File: config.mk
export PLATFORM = sky130hd
export DESIGN_NAME = serial_alu
export DESIGN_NICKNAME = d
export VERILOG_FILES = /design/src/rtl/serial_alu_pkg.sv /design/src/rtl/alu1.sv /design/src/rtl/serial_alu.sv
export SDC_FILE = /design/constraint.sdc
export NUM_CORES = 1
export LEC_CHECK = 0
export ABC_AREA = 1
export BUFFER_PORTS_ARGS = -buffer_cell sky130_fd_sc_hd__buf_2
export CAP_MARGIN = 20
export CORE_MARGIN = 1.5
export CORE_UTILIZATION = 54
export DETAILED_ROUTE_END_ITERATION = 8
export PLACE_DENSITY = 0.89
export SLEW_MARGIN = 30
export SYNTH_ARGS = -nofsm -noshare
export SYNTH_HDL_FRONTEND = slang
export SYNTH_SLANG_ARGS = --single-unit
File: constraint.sdc
create_clock -name clk -period 1.8 [get_ports clk]
set_input_delay 0.36 -clock clk [delete_from_list [all_inputs] [get_ports clk]]
set_output_delay 0.36 -clock clk [all_outputs]
set_load 0.05 [all_outputs]
File: src/rtl/serial_alu_pkg.sv
// Shared definitions for the bit-serial ALU: opcode constants, FSM state type
// and a helper that flags the opcodes using the carry chain.
package serial_alu_pkg;

  localparam int unsigned OP_W = 3;

  localparam logic [OP_W-1:0] OP_ADD = 3'b000;
  localparam logic [OP_W-1:0] OP_SUB = 3'b001;
  localparam logic [OP_W-1:0] OP_AND = 3'b010;
  localparam logic [OP_W-1:0] OP_OR  = 3'b011;
  localparam logic [OP_W-1:0] OP_XOR = 3'b100;
  localparam logic [OP_W-1:0] OP_NOT = 3'b101;

  typedef enum logic [1:0] {
    ST_IDLE = 2'd0,
    ST_RUN  = 2'd1,
    ST_DONE = 2'd2
  } state_e;

  // ADD and SUB are the only ops that produce meaningful cout/ovf.
  function automatic logic is_arith(input logic [OP_W-1:0] op);
    return (op == OP_ADD) || (op == OP_SUB);
  endfunction

endpackage

File: src/rtl/alu1.sv
// One-bit ALU slice used once per clock by the serial ALU.
// Ports: a, b, cin  - operand bits and incoming carry
//        op         - opcode (SUB inverts b internally)
//        y, cout    - result bit and outgoing carry (0 for logic ops)
module alu1
  import serial_alu_pkg::*;
(
  input  logic            a,
  input  logic            b,
  input  logic            cin,
  input  logic [OP_W-1:0] op,
  output logic            y,
  output logic            cout
);

  logic b_eff;

  // Full adder shared by ADD and SUB; unused opcodes yield zero.
  always_comb begin
    b_eff = (op == OP_SUB) ? ~b : b;
    y     = 1'b0;
    cout  = 1'b0;
    case (op)
      OP_ADD, OP_SUB: begin
        y    = a ^ b_eff ^ cin;
        cout = (a & b_eff) | (cin & (a ^ b_eff));
      end
      OP_AND:  y = a & b;
      OP_OR:   y = a | b;
      OP_XOR:  y = a ^ b;
      OP_NOT:  y = ~a;
      default: y = 1'b0;
    endcase
  end

endmodule

File: src/rtl/serial_alu.sv
// Bit-serial ALU: processes WIDTH-bit operands LSB first, one bit per clock.
// Ports: clk, rst (sync, active-high)
//        start, op, a, b  - request and operands, captured when IDLE or DONE
//        busy             - high during the WIDTH processing cycles
//        done             - one-cycle pulse with a fresh result
//        y, cout, zero, ovf - result and flags, held between done pulses
module serial_alu
  import serial_alu_pkg::*;
#(
  parameter int unsigned WIDTH = 8
) (
  input  logic             clk,
  input  logic             rst,
  input  logic             start,
  input  logic [OP_W-1:0]  op,
  input  logic [WIDTH-1:0] a,
  input  logic [WIDTH-1:0] b,
  output logic             busy,
  output logic             done,
  output logic [WIDTH-1:0] y,
  output logic             cout,
  output logic             zero,
  output logic             ovf
);

  localparam int unsigned CNT_W = $clog2(WIDTH);
  localparam logic [CNT_W-1:0] CNT_LAST = CNT_W'(WIDTH - 1);

  state_e           state_q, state_d;
  logic [CNT_W-1:0] cnt_q;
  logic [WIDTH-1:0] a_sr_q, b_sr_q, res_sr_q;
  logic [OP_W-1:0]  op_q;
  logic             carry_q;
  logic [WIDTH-1:0] y_q;
  logic             cout_q, zero_q, ovf_q;

  logic             accept_c, last_c;
  logic             bit_y_c, bit_cout_c;
  logic [WIDTH-1:0] res_next_c;

  assign accept_c   = start && ((state_q == ST_IDLE) || (state_q == ST_DONE));
  assign last_c     = (state_q == ST_RUN) && (cnt_q == CNT_LAST);
  assign res_next_c = {bit_y_c, res_sr_q[WIDTH-1:1]};

  alu1 u_alu1 (
    .a    (a_sr_q[0]),
    .b    (b_sr_q[0]),
    .cin  (carry_q),
    .op   (op_q),
    .y    (bit_y_c),
    .cout (bit_cout_c)
  );

  // State register.
  always_ff @(posedge clk) begin
    if (rst) state_q <= ST_IDLE;
    else     state_q <= state_d;
  end

  // Next-state logic.
  always_comb begin
    state_d = state_q;
    case (state_q)
      ST_IDLE: if (start) state_d = ST_RUN;
      ST_RUN:  if (last_c) state_d = ST_DONE;
      ST_DONE: state_d = start ? ST_RUN : ST_IDLE;
      default: state_d = ST_IDLE;
    endcase
  end

  // Status outputs decoded from the state register.
  always_comb begin
    busy = 1'b0;
    done = 1'b0;
    case (state_q)
      ST_RUN:  busy = 1'b1;
      ST_DONE: done = 1'b1;
      default: ;
    endcase
  end

  // Datapath: operand/result shift registers, carry, counter, result regs.
  always_ff @(posedge clk) begin
    if (rst) begin
      cnt_q    <= '0;
      a_sr_q   <= '0;
      b_sr_q   <= '0;
      res_sr_q <= '0;
      op_q     <= OP_ADD;
      carry_q  <= 1'b0;
      y_q      <= '0;
      cout_q   <= 1'b0;
      zero_q   <= 1'b1;
      ovf_q    <= 1'b0;
    end else if (accept_c) begin
      cnt_q    <= '0;
      a_sr_q   <= a;
      b_sr_q   <= b;
      op_q     <= op;
      // SUB is a + ~b + 1: the +1 enters as the initial carry.
      carry_q  <= (op == OP_SUB);
    end else if (state_q == ST_RUN) begin
      a_sr_q   <= {1'b0, a_sr_q[WIDTH-1:1]};
      b_sr_q   <= {1'b0, b_sr_q[WIDTH-1:1]};
      res_sr_q <= res_next_c;
      carry_q  <= bit_cout_c;
      if (last_c) begin
        // carry_q here is the carry into the MSB, bit_cout_c the carry out.
        y_q    <= res_next_c;
        zero_q <= (res_next_c == '0);
        cout_q <= is_arith(op_q) & bit_cout_c;
        ovf_q  <= is_arith(op_q) & (carry_q ^ bit_cout_c);
      end else begin
        cnt_q  <= cnt_q + CNT_W'(1);
      end
    end
  end

  assign y    = y_q;
  assign cout = cout_q;
  assign zero = zero_q;
  assign ovf  = ovf_q;

endmodule

==> impl_summary.txt, run 1 <==
----------------------------------------------------
[Run status]
  Status ... complete, no violations

[Power and ir drop]
  Cell-internal power ... between 1 and 1.5 mW
  Total power after layout ... 1.923 mW
  Combinational cell fraction of total power ... between 10 and 15%
  Worst VDD drop ... about 580 µV
  Switching Share ... between 20 and 30%
  Power share of the sequential group ... a little over half
  Static power due to leakage ... between 1 and 1.5 nW
  Relative contribution of the clock network to total power ... 31.8%
  Switching power summed over all nets ... approximately 0.52 mW
  Power Density ... approximately 870 nW/µm²

[Place]
  PortBufs ... 34
  Post-Place Worst Slack ... a little under 100 ps
  Gp weighted congestion ... around 0.87
  DPL Wire Length ... around 2700 µm
  Post-Place Cells ... approximately 320
  Area of placed instances ... between 2000 and 2500 µm²

[Worst setup path]
  Endpoint class of the critical path ... flop
  Critical path type ... flop to flop
  Required time at the worst-slack endpoint ... approximately 2100 ps
  Kind of start point of the critical path ... flop
  Crit-path max FO ... 4
  Worst path arrival time ... ~2000 ps

[Die]
  Total I/O pin count ... 35
  Floorplan die width ... 61.82 µm
  Vertical die dimension ... between 60 and 70 µm
  Standard-cell rows ... 21
  Core region area ... roughly 3300 µm²
  Die area ... roughly 3800 µm²
  Starting density of the core ... 55.98%

[STA]
  Ratio of final minimum period to clock period ... a little over nine tenths
  Post-route worst setup slack ... approximately 85 ps
  Time the final worst path needs with I/O delays and setup ... between 1500 and 2000 ps
  Setup Skew ... 16.41 ps
  Unrepaired setup endpoints after global routing ... true
  Normalized max-slew margin ... around 77%
  Final hold violation count ... 0
  Highest attainable clock frequency ... slightly below 600 MHz
  Final setup viols ... 0
  Transition time at the pin with the least slew margin ... between 300 and 400 ps
  Final number of max-transition violations ... 0

[GRT]
  Remaining Overflow, GRT ... 0
  Via count of the first global-routing pass ... around 1500
  Largest net degree at the start of global routing ... 28
  Overall fraction of global-route tracks in use ... 22.72%
  Antenna violations before repair ... 0
  Wire length of the first global-routing pass ... around 6400 µm

[Min path]
  Worst hold-check path type ... input port to flop

[Synth]
  Largest area contributor in the synthesized netlist ... sky130_fd_sc_hd__dfxtp_1
  Most frequently used flop master after synthesis ... sky130_fd_sc_hd__dfxtp_1
  Most common cell in the netlist ... sky130_fd_sc_hd__nand2_1
  Share of synthesized area occupied by flip-flops and latches ... 46.08%
  Number of enable-type register cells in the synthesized netlist ... 0
  Synth warn ... 0
  Cells after Synth ... between 200 and 250
  Cell area after synthesis ... approximately 1900 µm²
  Synth Area per Inst ... 7.625 µm²
  Count of state elements after synthesis ... 43
  Area share of the leading cell type in the synthesized netlist ... between 40% and 50%
  Dominant cells by area after synthesis ... sky130_fd_sc_hd__dfxtp_1 46%, sky130_fd_sc_hd__nand2_1 13%, sky130_fd_sc_hd__a21oi_1 7.0%
  Post-synthesis cell type count ... 28
  Post-synthesis net count ... about 270
  Fraction of synthesis flops using an asynchronous set or reset pin ... 0%
  Post-synth top cells ... 66 x sky130_fd_sc_hd__nand2_1, 43 x sky130_fd_sc_hd__dfxtp_1, 26 x sky130_fd_sc_hd__a21oi_1

[Clock tree]
  Worst skew pair latency ... around 360 ps
  CTS tree ... done
  Number of buffers added by the clock tree synthesis step ... 5
  Master cell of the clock root buffer ... sky130_fd_sc_hd__clkbuf_4
  Number of buffers on the longest clock path ... 2
  Number of sinks driven by the clock tree ... 43
  Quantity of hold-fixing buffers added after cts ... 0
  Worst-path clk slew ... about 140 ps
  Number of H-tree levels ... 2

[Finish]
  Area added between synthesis and finish ... 18.35%
  Layout cells sized above 1 ... between 20% and 30%
  Final Core Density ... roughly two thirds
  Fill cell count ... 295
  Post-route cell area ... approximately 2200 µm²
  Layout Cells excl Fill ... between 300 and 400
  Antenna diode count ... 0
  Count of nets after finishing ... 312

[Route]
  Post-Route WL ... 3890 µm
  Number of vias after detailed routing ... roughly 1700
  Remaining DRCs ... 0
  Avg Vias per Cell ... between 5 and 6
  First drt pass iteration count ... 4
  Antenna Violating Nets Remaining ... 0
  Drt initial violations ... 80
  WL/cell ... 11.72 µm

[Flow run]
  Max-cap violation count ... 0

----------------------------------------------------
-- worst paths after layout --
path                                  from                  endpoint  slack (ps)  depth (start not counted)
setup / recovery      op_q[1]$_SDFFE_PP0P_         y[7]$_SDFFE_PP0P_          90                         10
setup reg to reg      op_q[1]$_SDFFE_PP0P_         y[7]$_SDFFE_PP0P_          90                         10
hold / removal                        a[3]    a_sr_q[3]$_SDFFE_PP0P_         240                          3
hold reg to reg   res_sr_q[7]$_SDFFE_PP0P_  res_sr_q[7]$_SDFFE_PP0P_         470                          2
-- final cells by class --
class | count | area, µm² | share of cell area (%)
Inverter | 25 | 96.34 | 4.358
Tap cell | 46 | 57.56 | 2.603
Clock buffer | 5 | 37.54 | 1.698
Timing Repair Buffer | 41 | 222.7 | 10.07
Clock inverter | 3 | 43.79 | 1.981
Sequential cell | 43 | 867.1 | 39.22
Multi-Input combinational cell | 169 | 885.9 | 40.07
-- power groups by stage --
stage                     Clock [mW]  Combinational, mW  Sequential, mW
after floorplan                    0              0.196            1.04
after global placement             0              0.254            1.05
after detailed placement           0              0.261            1.05
after CTS                      0.616              0.263            1.03
after global routing           0.647              0.320            1.04
final                          0.610              0.279            1.03
-- metal layers --
layer | GRT usage (%) | share of wire (%) | vias to the layer above
met1 | 28.46 | 46 | 759
met4 | 6.383 | 1.3 | 0
met2 | 38.50 | 48 | 42
li1 | - | - | 878
met3 | 6.211 | 5.1 | 7
met5 | 0 | 0 | -
-- registers in the layout, indices dropped and copies added, names as in the netlist, 2 cells and up --
register	cells
a_sr_q	8
b_sr_q	8
cnt_q	3
op_q	3
res_sr_q	7
state_q	2
y	8
-- critical path: stages, from the launching register on --
cell and delay [ps]:
sky130_fd_sc_hd__dfxtp_4 380, sky130_fd_sc_hd__inv_4 70, sky130_fd_sc_hd__nand3_4 70, sky130_fd_sc_hd__xor2_2 190, sky130_fd_sc_hd__fa_2 560, sky130_fd_sc_hd__nor2_1 40, sky130_fd_sc_hd__nor2_1 100, sky130_fd_sc_hd__nand2_1 100
sky130_fd_sc_hd__nand3_1 80, sky130_fd_sc_hd__nand2_1 50, sky130_fd_sc_hd__inv_1 50
-- cell usage in the layout (no fill, tap or decap), drive strengths merged, types with 2 or more instances in the layout --
cell,instances
nor2,21
nor3,2
a31oi,3
o22ai,2
clkinv,2
a21oi,26
inv,25
a211oi,3
ha,4
dfxtp,43
clkbuf,5
buf,41
o21ai,22
nand2,69
o211ai,3
nand3,8
-- through the flow --
step / hold WS (ps) / TNS [ps]
5_1_grt: 232.2 / -77.69
3_5_place_dp: 444.1 / 0
4_1_cts: 237.4 / 0
2_1_floorplan: 425.8 / 0
6_report: 241.0 / 0
3_3_place_gp: 443.7 / 0
-- kinds of logic (layout without fill, tap and decap cells) --
group / Yosys count / after routing / share of synthesized area (%)
AOI/OAI and AO/OA: 61 / 61 / 17.88
buffers and inverters: 33 / 74 / 7.970
adders and majority gates: 5 / 5 / 3.751
xor gates and xnor gates: 1 / 1 / 0.4689
and+or+nand+nor: 102 / 102 / 23.85
DFF: 43 / 43 / 46.08
-- timing repair --
item	4_1_cts	5_1_grt
resized for setup	0	12
setup endpoints to repair	0	4
setup buffers	0	2
Power figures use the tool's default switching activity.
==> inputs of run 2 (changes only) <==
--- a/config.mk
+++ b/config.mk
@@ -7,12 +7,12 @@
 export LEC_CHECK = 0
 export ABC_AREA = 1
 export BUFFER_PORTS_ARGS = -buffer_cell sky130_fd_sc_hd__buf_2
-export CAP_MARGIN = 20
 export CORE_MARGIN = 1.5
-export CORE_UTILIZATION = 54
+export CORE_UTILIZATION = 55
 export DETAILED_ROUTE_END_ITERATION = 8
 export PLACE_DENSITY = 0.89
 export SLEW_MARGIN = 30
 export SYNTH_ARGS = -nofsm -noshare
 export SYNTH_HDL_FRONTEND = slang
+export SYNTH_HIERARCHICAL = 1
 export SYNTH_SLANG_ARGS = --single-unit
==> run 2 against run 1 <==
Against the previous run:
- the flow now finishes with violations (setup timing)
- cell count is 8.4% higher
- first-iteration DRC count is 94% higher
- clock skew is 9.2 ps lower
- sequential power hardly changed
- sequential share of layout area is 2.9 points lower
- die area is 6.4% higher
- synthesized area is 8.7% higher
- critical endpoint is now zero$_SDFFE_PP1P_
==> impl_summary.txt, run 2 <==
----------------------------------------------------
[STA]
  Transition time at the pin with the least slew margin ... 521.4 ps
  Highest attainable clock frequency ... about 550 MHz
  Final hold violation count ... 0
  Time the final worst path needs with I/O delays and setup ... around 1800 ps
  Post-route worst setup slack ... -30.15 ps
  Setup Skew ... 7.249 ps
  Normalized max-slew margin ... between 60% and 70%
  Final setup viols ... 1
  Ratio of final minimum period to clock period ... 101.7%
  Final number of max-transition violations ... 0
  Sum Neg Setup Slack ... -30.15 ps
  Unrepaired setup endpoints after global routing ... true

[Worst setup path]
  Highest cell delay on the worst timing path ... between 500 and 600 ps
  Depth of the worst register-to-register path ... 12
  Setup slack of the worst register-to-register path ... -30 ps
  Required time at the worst-slack endpoint ... 2050 ps
  Slowest stage cell on the critical path ... sky130_fd_sc_hd__fa_1
  Endpoint class of the critical path ... flop
  Crit path cell chain ... inv_2, nand3_2, xor2_2, fa_1, a21oi_2, nand2_1, nand2_2, inv_2, nand3_2, nor2_2, nand2_1, nand2_1
  Gate family responsible for the most delay along the worst path ... simple AND/OR/NAND/NOR gates
  Critical path buffer and inverter count ... 2
  Crit-path max FO ... 2
  Stages on worst setup path ... 12
  Critical path type ... flop to flop
  Most frequent cell on the critical path ... sky130_fd_sc_hd__nand2_1
  Worst path arrival time ... around 2100 ps
  Kind of start point of the critical path ... flop

[Finish]
  Leading cell type in the layout, fill and taps excluded ... sky130_fd_sc_hd__nand2_1
  Area added between synthesis and finish ... 17.01%
  Most used cells in the layout excluding fill and tap cells ... 56 x sky130_fd_sc_hd__nand2_1, 42 x sky130_fd_sc_hd__dfxtp_1, 34 x sky130_fd_sc_hd__buf_2, 29 x sky130_fd_sc_hd__nand3_1, 29 x sky130_fd_sc_hd__inv_1
  Antenna diode count ... 0
  Layout cells sized above 1 ... 24.20%
  Layout Cells excl Fill ... 360
  Count of nets after finishing ... between 300 and 400

[Place]
  Gp weighted congestion ... 0.9005
  DPL Wire Length ... between 3000 and 4000 µm
  Post-Place Cells ... about 350
  PortBufs ... 34
  Post-Place Worst Slack ... -5.171 ps

[Synth]
  Dominant cells by area after synthesis ... sky130_fd_sc_hd__dfxtp_1 42%, sky130_fd_sc_hd__nand2_1 11%, sky130_fd_sc_hd__nand3_1 7.6%
  Post-synth top cells ... 57 x sky130_fd_sc_hd__nand2_1, 43 x sky130_fd_sc_hd__dfxtp_1, 31 x sky130_fd_sc_hd__inv_1, 31 x sky130_fd_sc_hd__nand3_1, 28 x sky130_fd_sc_hd__nor2_1
  Post-synthesis net count ... between 300 and 400
  Most common cell in the netlist ... sky130_fd_sc_hd__nand2_1
  Cell area after synthesis ... about 2000 µm²
  Number of enable-type register cells in the synthesized netlist ... 0
  Post-synthesis cell type count ... 26
  Cells after Synth ... approximately 280
  Count of state elements after synthesis ... between 40 and 50
  Share of synthesized area occupied by flip-flops and latches ... a little over two fifths
  Largest area contributor in the synthesized netlist ... sky130_fd_sc_hd__dfxtp_1
  Fraction of synthesis flops using an asynchronous set or reset pin ... 0%
  Synth warn ... 6
  Most frequently used flop master after synthesis ... sky130_fd_sc_hd__dfxtp_1
  Area share of the leading cell type in the synthesized netlist ... about 42%
  Synth Area per Inst ... around 7.3 µm²

[Flow run]
  Max-cap violation count ... 0

[Die]
  Core region area ... approximately 3400 µm²
  Die area ... between 4000 and 5000 µm²
  Standard-cell rows ... 21
  Floorplan die width ... between 60 and 70 µm
  Vertical die dimension ... around 64 µm
  Starting density of the core ... between 50 and 60%
  Total I/O pin count ... 35

[GRT]
  Wire length of the first global-routing pass ... roughly 7600 µm
  Antenna violations before repair ... 0
  Largest net degree at the start of global routing ... 30
  Overall fraction of global-route tracks in use ... between 20% and 30%
  Remaining Overflow, GRT ... 0
  Via count of the first global-routing pass ... around 1700

[Clock tree]
  Quantity of hold-fixing buffers added after cts ... 0
  Number of H-tree levels ... 2
  Number of sinks driven by the clock tree ... 43
  Number of buffers on the longest clock path ... 2
  Number of buffers added by the clock tree synthesis step ... 5
  Worst-path clk slew ... about 80 ps
  Master cell of the clock root buffer ... sky130_fd_sc_hd__clkbuf_8
  Worst skew pair latency ... ~300 ps
  CTS tree ... done

[Route]
  First drt pass iteration count ... 4
  Post-Route WL ... ~4600 µm
  WL/cell ... between 10 and 15 µm
  Avg Vias per Cell ... 5.250
  Remaining DRCs ... 0
  Number of vias after detailed routing ... roughly 1900
  Drt initial violations ... 155
  Antenna Violating Nets Remaining ... 0

[Power and ir drop]
  Static power due to leakage ... roughly 1.1 nW
  Worst VDD drop ... 704.6 µV
  Power Density ... between 900 and 1000 nW/µm²

[Run status]
  Violated checks ... setup timing
  Status ... finished, violations left

[Min path]
  Worst hold-check path type ... input port to flop
  Hold depth ... 3

----------------------------------------------------
==> run 2: routing by layer <==
| metal | up-vias | track usage, % | routed length [µm] |
|---|---|---|---|
| met3 | 8 | 8.099 | 284 |
| met5 | - | 0 | 0 |
| met1 | 870 | 29.97 | 2041 |
| met2 | 57 | 38.42 | 2167 |
| li1 | 955 | - | - |
| met4 | 0 | 9.783 | 80 |
==> run 2: worst paths after layout <==
path	start	to
worst min-delay path	a[7]	a_sr_q[7]$_SDFFE_PP0P_
worst max register to register	op_q[1]$_SDFFE_PP0P_	zero$_SDFFE_PP1P_
worst max-delay path	op_q[1]$_SDFFE_PP0P_	zero$_SDFFE_PP1P_
worst min register to register	y[0]$_SDFFE_PP0P_	y[0]$_SDFFE_PP0P_
==> run 2: area by class of cell <==
class / count / area (µm²)
Timing Repair Buffer: 43 / 237.7
Fill cell: 293 / 1066
Sequential cell: 43 / 862.1
Clock buffer: 6 / 82.58
Multi-Input combinational cell: 186 / 973.4
Inverter: 34 / 127.6
Tap cell: 46 / 57.56
Clock inverter: 2 / 35.03
==> run 2: stage by stage <==
stage	power (mW)	instance area, µm²	util (%)	hold slack, ps
floorplan	1.306	2031	-	438.5
global placement	1.375	2218	64.45	448.9
detailed placement	1.391	2218	64.45	452.9
CTS	2.161	2337	67.90	299.8
global route	2.280	2376	69.03	337.6
finish	2.180	2376	69.03	303.7
==> run 2: cell families after synthesis <==
group,Yosys count,share of synthesized area (%)
fa+ha+maj,5,3.451
flops,43,42.39
simple gates,130,29.14
xor+xnor,2,0.8628
compound gates,49,12.94
buf+inv,48,11.21
==> run 2: worst min-delay path: cells and delay by family <==
kind	cells	cell delay, ps
and+or+nand+nor	2	130
buffers and inverters	1	80
==> run 2: timing repair <==
action                                  in CTS  in global routing
buffers inserted                             0                  1
endpoints found under the setup margin       1                  4
pin swaps                                    0                  6
resized for setup                            2                  8
gates cloned                                 0                  0
hold endpoints to repair                     0                  0
==> run 2: power breakdown <==
part	total [mW]	internal [mW]	switching, mW
registers	1.05	1.01	0.0404
clock network	0.776	0.449	0.327
logic	0.354	0.132	0.222
